[config.mk]
export PLATFORM = sky130hd
export DESIGN_NAME = interrupt_capture
export DESIGN_NICKNAME = d
export VERILOG_FILES = /design/src/rtl/interrupt_capture.sv
export SDC_FILE = /design/constraint.sdc
export NUM_CORES = 1
export LEC_CHECK = 0
export CAP_MARGIN = 20
export CORE_UTILIZATION = 32
export CTS_CLUSTER_DIAMETER = 200
export DETAILED_ROUTE_END_ITERATION = 6
export GPL_TIMING_DRIVEN = 0
export PLACE_DENSITY = 0.46
export SLEW_MARGIN = 20
export SYNTH_ARGS = -nofsm -noshare
export SYNTH_HDL_FRONTEND = slang
export SYNTH_SLANG_ARGS = --single-unit
export TNS_END_PERCENT = 50
[constraint.sdc]
create_clock -name clk -period 8.2 [get_ports clk]
set_clock_uncertainty 0.15 [all_clocks]
set_input_delay 1.64 -clock clk [delete_from_list [all_inputs] [get_ports clk]]
set_output_delay 1.64 -clock clk [all_outputs]
set_load 0.02 [all_outputs]
[src/rtl/interrupt_capture.sv]
// Captures the debug register value on each rising edge of the core's interrupt into a
// FWFT FIFO with a sequence tag. Define INTCAP_TIMESTAMP_EN to add per-entry cycle stamps.
module interrupt_capture #(
  parameter int unsigned DATA_WIDTH = 32,
  parameter int unsigned DEPTH      = 16,
  parameter int unsigned REG_SEL    = 25,
  parameter int unsigned SEQ_WIDTH  = 8
) (
  input  logic                     clk,
  input  logic                     reset_n,
  output logic [4:0]               reg_addr,
  input  logic [DATA_WIDTH-1:0]    reg_data,
  input  logic                     interrupt,
  input  logic                     clear,
  output logic                     out_valid,
  input  logic                     out_ready,
  output logic [DATA_WIDTH-1:0]    out_data,
  output logic [SEQ_WIDTH-1:0]     out_seq,
  output logic [31:0]              out_time,
  output logic [$clog2(DEPTH):0]   count,
  output logic                     overflow
);

  localparam int unsigned AW = $clog2(DEPTH);
  localparam int unsigned CW = AW + 1;

  logic                  int_q;
  logic [AW-1:0]         wr_ptr_q, wr_ptr_d;
  logic [AW-1:0]         rd_ptr_q, rd_ptr_d;
  logic [CW-1:0]         count_q, count_d;
  logic [SEQ_WIDTH-1:0]  seq_q, seq_d;
  logic                  overflow_q, overflow_d;
  logic                  out_valid_q, out_valid_d;
  logic [DATA_WIDTH-1:0] out_data_q, out_data_d;
  logic [SEQ_WIDTH-1:0]  out_seq_q, out_seq_d;

  logic [DATA_WIDTH-1:0] data_mem [DEPTH];
  logic [SEQ_WIDTH-1:0]  seq_mem  [DEPTH];

  logic                  event_c;
  logic                  pop_c;
  logic                  full_c;
  logic                  push_c;
  logic [CW-1:0]         remain_c;

  assign reg_addr = 5'(REG_SEL);

  assign event_c  = interrupt & ~int_q;
  assign pop_c    = out_valid_q & out_ready;
  assign full_c   = (count_q == CW'(DEPTH));
  // A full FIFO still accepts an event when the head leaves in the same cycle.
  assign push_c   = event_c & ~clear & (~full_c | pop_c);
  // Entries that were already stored before this edge and survive the pop; only these
  // may be loaded into the head register, which gives the one-cycle push-to-head latency.
  assign remain_c = count_q - CW'(pop_c);

  always_comb begin
    wr_ptr_d    = wr_ptr_q;
    rd_ptr_d    = rd_ptr_q;
    count_d     = count_q;
    seq_d       = seq_q;
    overflow_d  = overflow_q;
    out_valid_d = out_valid_q;
    out_data_d  = out_data_q;
    out_seq_d   = out_seq_q;
    if (clear) begin
      wr_ptr_d    = '0;
      rd_ptr_d    = '0;
      count_d     = '0;
      seq_d       = '0;
      overflow_d  = 1'b0;
      out_valid_d = 1'b0;
    end else begin
      if (push_c) begin
        wr_ptr_d = wr_ptr_q + AW'(1);
      end
      if (pop_c) begin
        rd_ptr_d = rd_ptr_q + AW'(1);
      end
      count_d = count_q + CW'(push_c) - CW'(pop_c);
      if (event_c) begin
        seq_d = seq_q + SEQ_WIDTH'(1);
      end
      if (event_c && full_c && !pop_c) begin
        overflow_d = 1'b1;
      end
      out_valid_d = (remain_c != '0);
      if (out_valid_d) begin
        out_data_d = data_mem[rd_ptr_d];
        out_seq_d  = seq_mem[rd_ptr_d];
      end
    end
  end

  always_ff @(posedge clk or negedge reset_n) begin
    if (!reset_n) begin
      int_q       <= 1'b0;
      wr_ptr_q    <= '0;
      rd_ptr_q    <= '0;
      count_q     <= '0;
      seq_q       <= '0;
      overflow_q  <= 1'b0;
      out_valid_q <= 1'b0;
      out_data_q  <= '0;
      out_seq_q   <= '0;
    end else begin
      int_q       <= interrupt;
      wr_ptr_q    <= wr_ptr_d;
      rd_ptr_q    <= rd_ptr_d;
      count_q     <= count_d;
      seq_q       <= seq_d;
      overflow_q  <= overflow_d;
      out_valid_q <= out_valid_d;
      out_data_q  <= out_data_d;
      out_seq_q   <= out_seq_d;
    end
  end

  // Storage array; contents are only meaningful between the pointers, so no reset.
  always_ff @(posedge clk) begin
    if (push_c) begin
      data_mem[wr_ptr_q] <= reg_data;
      seq_mem[wr_ptr_q]  <= seq_q;
    end
  end

`ifdef INTCAP_TIMESTAMP_EN
  logic [31:0] time_q;
  logic [31:0] out_time_q, out_time_d;
  logic [31:0] time_mem [DEPTH];

  always_comb begin
    out_time_d = out_time_q;
    if (out_valid_d) begin
      out_time_d = time_mem[rd_ptr_d];
    end
  end

  always_ff @(posedge clk or negedge reset_n) begin
    if (!reset_n) begin
      time_q     <= '0;
      out_time_q <= '0;
    end else begin
      time_q     <= clear ? 32'd0 : time_q + 32'd1;
      out_time_q <= out_time_d;
    end
  end

  always_ff @(posedge clk) begin
    if (push_c) begin
      time_mem[wr_ptr_q] <= time_q;
    end
  end

  assign out_time = out_time_q;
`else
  assign out_time = '0;
`endif

  assign out_valid = out_valid_q;
  assign out_data  = out_data_q;
  assign out_seq   = out_seq_q;
  assign count     = count_q;
  assign overflow  = overflow_q;

endmodule

Word level (Yosys, flattened, before mapping):

Memories as Yosys holds them, arrays and structs flattened. A register that Yosys moved wholly into a read port is not among the register bits.
Cells that the tools add are included.

* input port bits: 37
* register bits after elaboration: 24
* bits in read-only memories: 0
* memories: 2
* RAM bits: 640
* word-level logic and storage cells: 47
* bits in latches: 0
* output and inout port bits: 84

Memory list
* data_mem: depth 16, width 32, read ports 1, clocked after memory_dff 1, write ports 1, line 37 `logic [DATA_WIDTH-1:0] data_mem [DEPTH];`
* seq_mem: depth 16, width 8, read ports 1, clocked after memory_dff 1, write ports 1, line 38 `logic [SEQ_WIDTH-1:0] seq_mem [DEPTH];`

* shift-type cells: 0
* multiplexer cells: 13
* $mul: 0
* bitwise gates (word level): 8
* $lt $le $gt $ge: 0
* equality and inequality tests: 1
* add/sub/neg operators: 6
* div/mod/pow operators: 0
* reductions and logical operators: 10

Operators with widths (count)
* 4-bit 2-to-1 mux: 5
* 8-bit 2-to-1 mux: 2
* 5-bit by 1-bit subtractor with 5-bit output: 2
* 4-bit by 1-bit adder with 4-bit output (second input constant): 2
* 8-bit by 1-bit adder with 8-bit output (second input constant): 1
* 2-bit nonzero test: 3
* 5-bit by 1-bit adder with 5-bit output: 1
* 5-bit == test (second input constant): 1
* 1-bit 2-to-1 mux: 5
* 5-bit 2-to-1 mux: 1
* 5-bit nonzero test: 1
* 1-bit AND: 4
* 1-bit logical NOT: 3
* 1-bit inverter: 3
* 1-bit logical AND: 2
* 2-bit AND reduction: 1
* 1-bit OR: 1

Depth between registers and ports, before layout:

Gate-level depths: netlist of run 1.

* word-level depth: 7
* gate-level depth with buffers: 14
* gate-level depth less buffers: 14

Worst setup path before layout of run 1:

OpenSTA, ideal clock, no wires.

* path kind: input -> register
* from: in out_ready
* to: mem data_mem[2][0] (enable)
* library setup time: 0.537 ns
* buffers on the path: 0
* required time: 7.513 ns
* stages: 6
* setup slack: 1.074 ns
* data arrival time: 6.439 ns
* cell sequence: nand2_1 inv_1 nor4_1 nor3_1 inv_1 nor4_1

* longest elaborated chain between the ends: 5

RTL lines
* start: declaration: line 16 `input logic out_ready,`
* 1-bit AND: line 49 `assign pop_c = out_valid_q & out_ready;`
* 1-bit OR: line 52 `assign push_c = event_c & ~clear & (~full_c | pop_c);`
* 1-bit AND: line 52
* 1-bit 2-to-1 mux: line 121 `if (push_c) begin`
* 1-bit 2-to-1 mux (not written as such): line 122 `data_mem[wr_ptr_q] <= reg_data;`
* end: declaration: line 37

Every way passes these cells.

Worst setup path after layout of run 1:

* from: in out_ready
* to: reg count_q[4] (netlist: count[4])

* longest elaborated chain between the ends: 6

RTL lines
* 1-bit AND (*): line 49
* 1-bit OR: line 52
* 1-bit AND: line 52
* 5-bit by 1-bit adder with 5-bit output: line 80 `count_d = count_q + CW'(push_c) - CW'(pop_c);`
* 5-bit by 1-bit subtractor with 5-bit output (*): line 80
* 5-bit 2-to-1 mux (*): line 66 `if (clear) begin`
* via count_d[4]: line 30 `logic [CW-1:0] count_q, count_d;`
* end signal: assignment: line 110 `count_q <= count_d;`
* end: declaration: line 30

The timed path passes the listed nets; every way through them passes the cells marked *.
A chain may end at the register's enable or synchronous reset.

==> results of run 1 <==
sequential cells by signal, indices dropped and copies added, names as in the netlist:
signal     cells
overflow       1
out_seq        8
seq_mem      128
rd_ptr_q       4
int_q          1
out_data      32
seq_q          8
count          5
wr_ptr_q       4
out_valid      1
data_mem     512
power by group:
| part | leakage (uW) | internal [uW] | switching [uW] |
|---|---|---|---|
| clock network | 0.00124 | 2050 | 1400 |
| logic | 0.00355 | 901 | 1040 |
| registers | 0.00669 | 4040 | 86.1 |
cells in the mapped netlist (2+ instances only):
master    count
buf_2        21
mux4_2      117
xnor2_1       4
mux2_2       39
xor2_1        9
nor2_1       28
a32oi_1       3
buf_1         4
buf_4        43
mux2i_1      40
nand3_1       5
edfxtp_1    640
nand3b_1      2
a221oi_1     39
or3_1         3
nor3_1        7
buf_6         4
a21oi_1      51
a211o_1      39
nor4_1        5
and2_1        4
clkbuf_1     39
a22o_1       39
nand2_1      62
nand4_1       2
inv_1        16
conb_1        2
nor2b_1       3
ha_1         15
o21ai_0       7
dfrtp_1      64
logic make-up (layout without fill, tap and decap cells):
group | count (synthesis) | after routing | share of synthesized area (%)
AND/OR/NAND/NOR | 128 | 128 | 2.09
flip-flops | 704 | 704 | 76.3
buffers and inverters | 127 | 435 | 2.55
other | 2 | 37 | 0.0275
AO/OA/AOI/OAI | 185 | 185 | 5.11
multiplexers | 196 | 196 | 12.7
adder cells (fa/ha/maj) | 16 | 16 | 0.761
XOR/XNOR | 13 | 13 | 0.417
worst paths after layout:
check                                          end  slack (ns)
hold / removal                overflow$_DFFE_PN0P_        0.35
hold reg to reg               overflow$_DFFE_PN0P_        0.35
min in group asynchronous  out_data[0]$_DFFE_PN0P_        0.74
setup / recovery                count[4]$_DFF_PN0_        2.78
max in group asynchronous   out_seq[2]$_DFFE_PN0P_        6.59
setup reg to reg                count[4]$_DFF_PN0_        4.00
critical path: stages:
cell and delay, ns:
clkdlybuf4s50_1 0.66, nand2_1 0.20, inv_1 0.25, nor4_1 0.15, nor3_1 0.74, inv_1 0.35
ha_1 0.38, inv_1 0.04, ha_1 0.20, fa_1 0.45, a21oi_1 0.17, nor2_1 0.08
or3_1 0.34, a21oi_1 0.14
through the flow:
stage	instance area [um2]	std cells
4_1_cts	33000	2848
3_3_place_gp	29700	2622
2_1_floorplan	27400	1406
6_report	33000	2848
3_5_place_dp	30500	2700
5_1_grt	33000	2848
per-layer routing:
layer | share of wire (%) | vias to the layer above | track usage (%) | wire length, um
li1 | - | 6093 | - | -
met1 | 44 | 7362 | 21.8 | 30500
met2 | 50 | 325 | 27.7 | 34800
met3 | 3.9 | 91 | 2.58 | 2700
met4 | 2.0 | 0 | 4.33 | 1420
met5 | 0 | - | 0 | 0
cells in the final DEF, fill, tap and decap left out, drive strengths merged, types with 2 or more instances in the layout:
master	netlist	final
xor2	9	9
nand2	62	62
nand3b	2	2
nor2b	3	3
nor2	29	29
nor3	7	7
bufinv	0	3
clkbuf	39	161
inv	16	18
edfxtp	640	640
nand4	2	2
mux2	39	39
a221oi	39	39
and2	4	4
o21ai	8	8
dfrtp	64	64
clkdlybuf4s50	0	81
mux4	117	117
a211o	39	39
nor4	5	5
a22o	39	39
xnor2	4	4
clkinv	0	20
or3	3	3
a32oi	3	3
nand3	5	5
buf	72	151
ha	15	15
a21oi	51	51
mux2i	40	40
conb	2	37
layout make-up:
type,instances,share of cell area (%)
plain buffers,111,1.92
clock inverters,26,0.651
well taps,1134,4.29
inverters,16,0.182
repair buffers,160,4.77
multi-input cells,575,18.1
flip-flops and latches,704,63.0
clock buffers,122,7.04
==> reports/results.ini, run 1 <==
[placement]
gp_congestion=0.734
dp_hpwl_mm=46.5
preCtsSetupSlack_ns=2.19
port_buffers=82

[synthesis]
synth_warnings=0
synth_edf_count=640
yosys.area.top_type_share_pct=70.4
synth-main-ff-cell=edfxtp_1
ys_seq_elements=704
synth.distinct_cells=46
synth_area_per_cell_um2=19.9
synthTopCellsByArea=edfxtp_1 70%, mux4_2 9.7%, dfrtp_1 5.9%
async_flop_share_pct=9.09
netlist_area_um2=27300
ys_seq_area_share_pct=76.3
yosys.area.top_type=edfxtp_1
syn-instance-count=1371

[clocking]
cts_max_path_buffers=3
path_clk_slew_ns=0.06
cts_num_sinks=704
cts_buffers=80
clock_tree.root_cell=clkbuf_16
clk_latency_ns=0.61
cts_resized=0
cts_hold_buf=0
tritoncts=built
post-cts-setup-buffers=0
htreeDepth=3

[pwr]
power_density_nw_per_um2=288
p_total_uw=9520
max-vdd-ir-drop_mv=0.155
p_leak_uw=0.0115

[floorplanning]
coreArea_um2=84000
die_x_um=294
die_y_um=294
start_util_pct=32.5
die-area_um2=86400
num_rows=106
ios=121

[drt]
routedWlPerCell_um=24.4
drc=0
drt-vias-per-instance=4.87
ant_nets=0
dr_total_vias=13900
wirelength_mm=69.5
drt_first_iter_violations=956
firstDrtPassIters=5

[hold_path]
hold_depth=2
worstHoldStart=overflow$_DFFE_PN0P_
hold_path_class=reg -> reg

[finish]
area_growth_pct=21.1
post-route-util_pct=39.4
drive_gt1_share_pct=25.3
nFillCells=7551
seq_area_um2=20800
nets=1701
multi_input_area_um2=5990
antenna-diode-count=0

[worst_setup_path]
cp.required_ns=8.57
arrival_ns=5.79
rr_worst_depth=13
start_kind=input port
crit_path_max_fanout=8
critPathLaunch=out_ready
r2r_start=out_valid$_DFF_PN0_
path_class=in -> reg
worstSetupEndpointType=register

[timing]
report.final.slew_viol_count=0
fin_crit_ns=5.42
hold_viol_final=0
setup_viol=0
setup_ws_ns=2.78
rsz0062_at_grt=no
fmax_ghz=0.185
tightest_slew_ns=1.06
worst_hold_slack_ns=0.352
slew-limit-headroom_pct=29.2
post-route-period-util_pct=66.1
setup_tns_ns=0

[run]
cap_violations=0

[global_route]
grt_overflow=0
grt_usage_pct=16.3
grt_max_degree=44
grt_pass1_wl_mm=102
antenna_found_initial=0
grt_pass1_vias=14800

[outcome]
status=complete, no violations

No activity file was read; power rests on OpenSTA's default activity.
==> run 2: changes to the inputs <==
--- a/config.mk
+++ b/config.mk
@@ -10,7 +10,7 @@
 export CTS_CLUSTER_DIAMETER = 200
 export DETAILED_ROUTE_END_ITERATION = 6
 export GPL_TIMING_DRIVEN = 0
-export PLACE_DENSITY = 0.46
+export PLACE_DENSITY = 0.47
 export SLEW_MARGIN = 20
 export SYNTH_ARGS = -nofsm -noshare
 export SYNTH_HDL_FRONTEND = slang
==> constraint.sdc (replaced) <==
create_clock -name clk -period 4.43 [get_ports clk]
set_clock_uncertainty 0.15 [all_clocks]
set_input_delay 0.886 -clock clk [delete_from_list [all_inputs] [get_ports clk]]
set_output_delay 0.886 -clock clk [all_outputs]
set_load 0.02 [all_outputs]
==> run 2 against run 1 <==
Effect of this change: critical path depth shrank 6; global-route usage shrank 0.18 points; final area grew 0.31%; utilization grew 0.12 points; power grew 86%; count of clock-buffer cells in the layout shrank 1; sequential share of layout area shrank 0.20 points; cell count shrank 0.63%; clock power grew 87%; combinational power grew 85%; largest power group unchanged.
==> reports/results.ini, run 2 (synthesis results as in run 1) <==
[timing]
rsz0062_at_grt=no
setup_viol=0
setup_tns_ns=0
post-route-period-util_pct=96.2
fin_crit_ns=4.26
report.final.slew_viol_count=0
worst_hold_slack_ns=0.0396
tightest_slew_ns=1.13
fmax_ghz=0.235
hold_viol_final=0
slew-limit-headroom_pct=24.6

[finish]
post-route-util_pct=39.5
stdcell_area_um2=33100
regMostFlops=data_mem
area_growth_pct=21.5
final_cell_mix=640 x edfxtp_1, 117 x mux4_2, 84 x clkbuf_16
largest_register_ffs=512
final_common_cell=edfxtp_1
nets=1682
drive_gt1_share_pct=25.0

[floorplanning]
die_y_um=294
ios=121
coreArea_um2=84000
num_rows=106
start_util_pct=32.5
die-area_um2=86400
die_x_um=294

[worst_setup_path]
path_class=in -> reg
crit_path_max_fanout=10
worstSetupEndpointType=register
rr_worst_depth=7
cp.required_ns=4.76
arrival_ns=4.59
start_kind=input port

[drt]
drt-vias-per-instance=4.91
wirelength_mm=68.4
routedWlPerCell_um=24.2
ant_nets=0
drc=0
firstDrtPassIters=5
drt_first_iter_violations=971
dr_total_vias=13900

[pwr]
sequentialPowerShare_pct=43.3
p_switching_uw=4670
max-vdd-ir-drop_mv=0.313
internal_power_uw=13000
power_density_nw_per_um2=533
pwr-share-comb_pct=20.3
p_leak_uw=0.0114
p_clk_share_pct=36.4
switching_share_pct=26.5
p_total_uw=17700

[clocking]
cts_num_sinks=704
clk_latency_ns=0.62
cts_buffers=79
tritoncts=built
htreeDepth=3
post-cts-setup-buffers=0
cts_max_path_buffers=3
clock_tree.root_cell=clkbuf_16
path_clk_slew_ns=0.06

[global_route]
grt_pass1_wl_mm=100
grt_overflow=0
grt_pass1_vias=14700
grt_usage_pct=16.2
antenna_found_initial=0
grt_max_degree=38

[placement]
place_area_um2=30500
gp_congestion=0.719
dp_hpwl_mm=45.5
port_buffers=82

[outcome]
status=complete, no violations

[run]
cap_violations=0

[hold_path]
hold_path_class=in -> async

[run 2: changes by cell type in the layout (fill, tap and decap cells not counted), moves of 2 or more]
cell,delta
buf_2,-28
buf_4,-8
buf_6,+17
clkbuf_1,-5
clkbuf_8,+3
clkinv_1,-2
nor4_2,-4
nor4_4,+5
[run 2: worst max-delay path, cell delays in order]
cell	delay, ns
clkdlybuf4s50_1	0.56
nand2_1	0.22
mux2i_1	0.71
clkbuf_1	0.88
mux4_2	0.42
a22o_1	0.25
a211o_1	0.36
mux2_2	0.30
[run 2: final timing paths]
kind,from,to,slack [ns]
max in group asynchronous,reset_n,out_seq[2]$_DFFE_PN0P_,3.53
min in group clk,out_data[17]$_DFFE_PN0P_,out_data[17]$_DFFE_PN0P_,0.35
min,reset_n,out_data[15]$_DFFE_PN0P_,0.04
max,out_ready,out_seq[2]$_DFFE_PN0P_,0.17
max reg2reg,out_valid$_DFF_PN0_,out_seq[2]$_DFFE_PN0P_,0.57
min reg2reg,out_data[17]$_DFFE_PN0P_,out_data[17]$_DFFE_PN0P_,0.35
[run 2: per-layer routing]
layer  vias up  track usage [%]  share of wire, %
met1      7320             21.6                44
met3       105             2.51               4.3
met5         -                0                 0
met4         0             5.49               2.7
li1       6069                -                 -
met2       388             26.8                49
[run 2: power by group through the flow]
stage          clock [uW]  sequential [uW]  combinational (uW)
2_1_floorplan           0             8000                2040
3_3_place_gp            0             7780                3600
3_5_place_dp            0             7780                3650
4_1_cts              6610             7650                3660
5_1_grt              6860             7680                3870
6_report             6440             7640                3580
[run 2: through the flow]
stage / std cells / setup WS (ns)
after floorplan: 1406 / -0.814
after global placement: 2622 / -5.79
after detailed placement: 2682 / -0.965
after CTS: 2829 / 0.0464
after global routing: 2829 / 0.0742
final: 2830 / 0.167
[run 2: layout make-up]
type                    count  area [um2]
diodes                      1        2.50
plain buffers             111         637
clock buffers             121        2350
clock inverters            26         221
fillers                  7550       50800
inverters                  16        60.1
multi-input cells         575        6050
flip-flops and latches    704       20800
well taps                1134        1420
repair buffers            142        1580
[run 2: what timing repair did]
| item | CTS | global route |
|---|---|---|
| setup endpoints to repair | 24 | 1 |
| resized for setup | 3 | 3 |
| hold buffers | 0 | 0 |
| pin swaps | 0 | 0 |
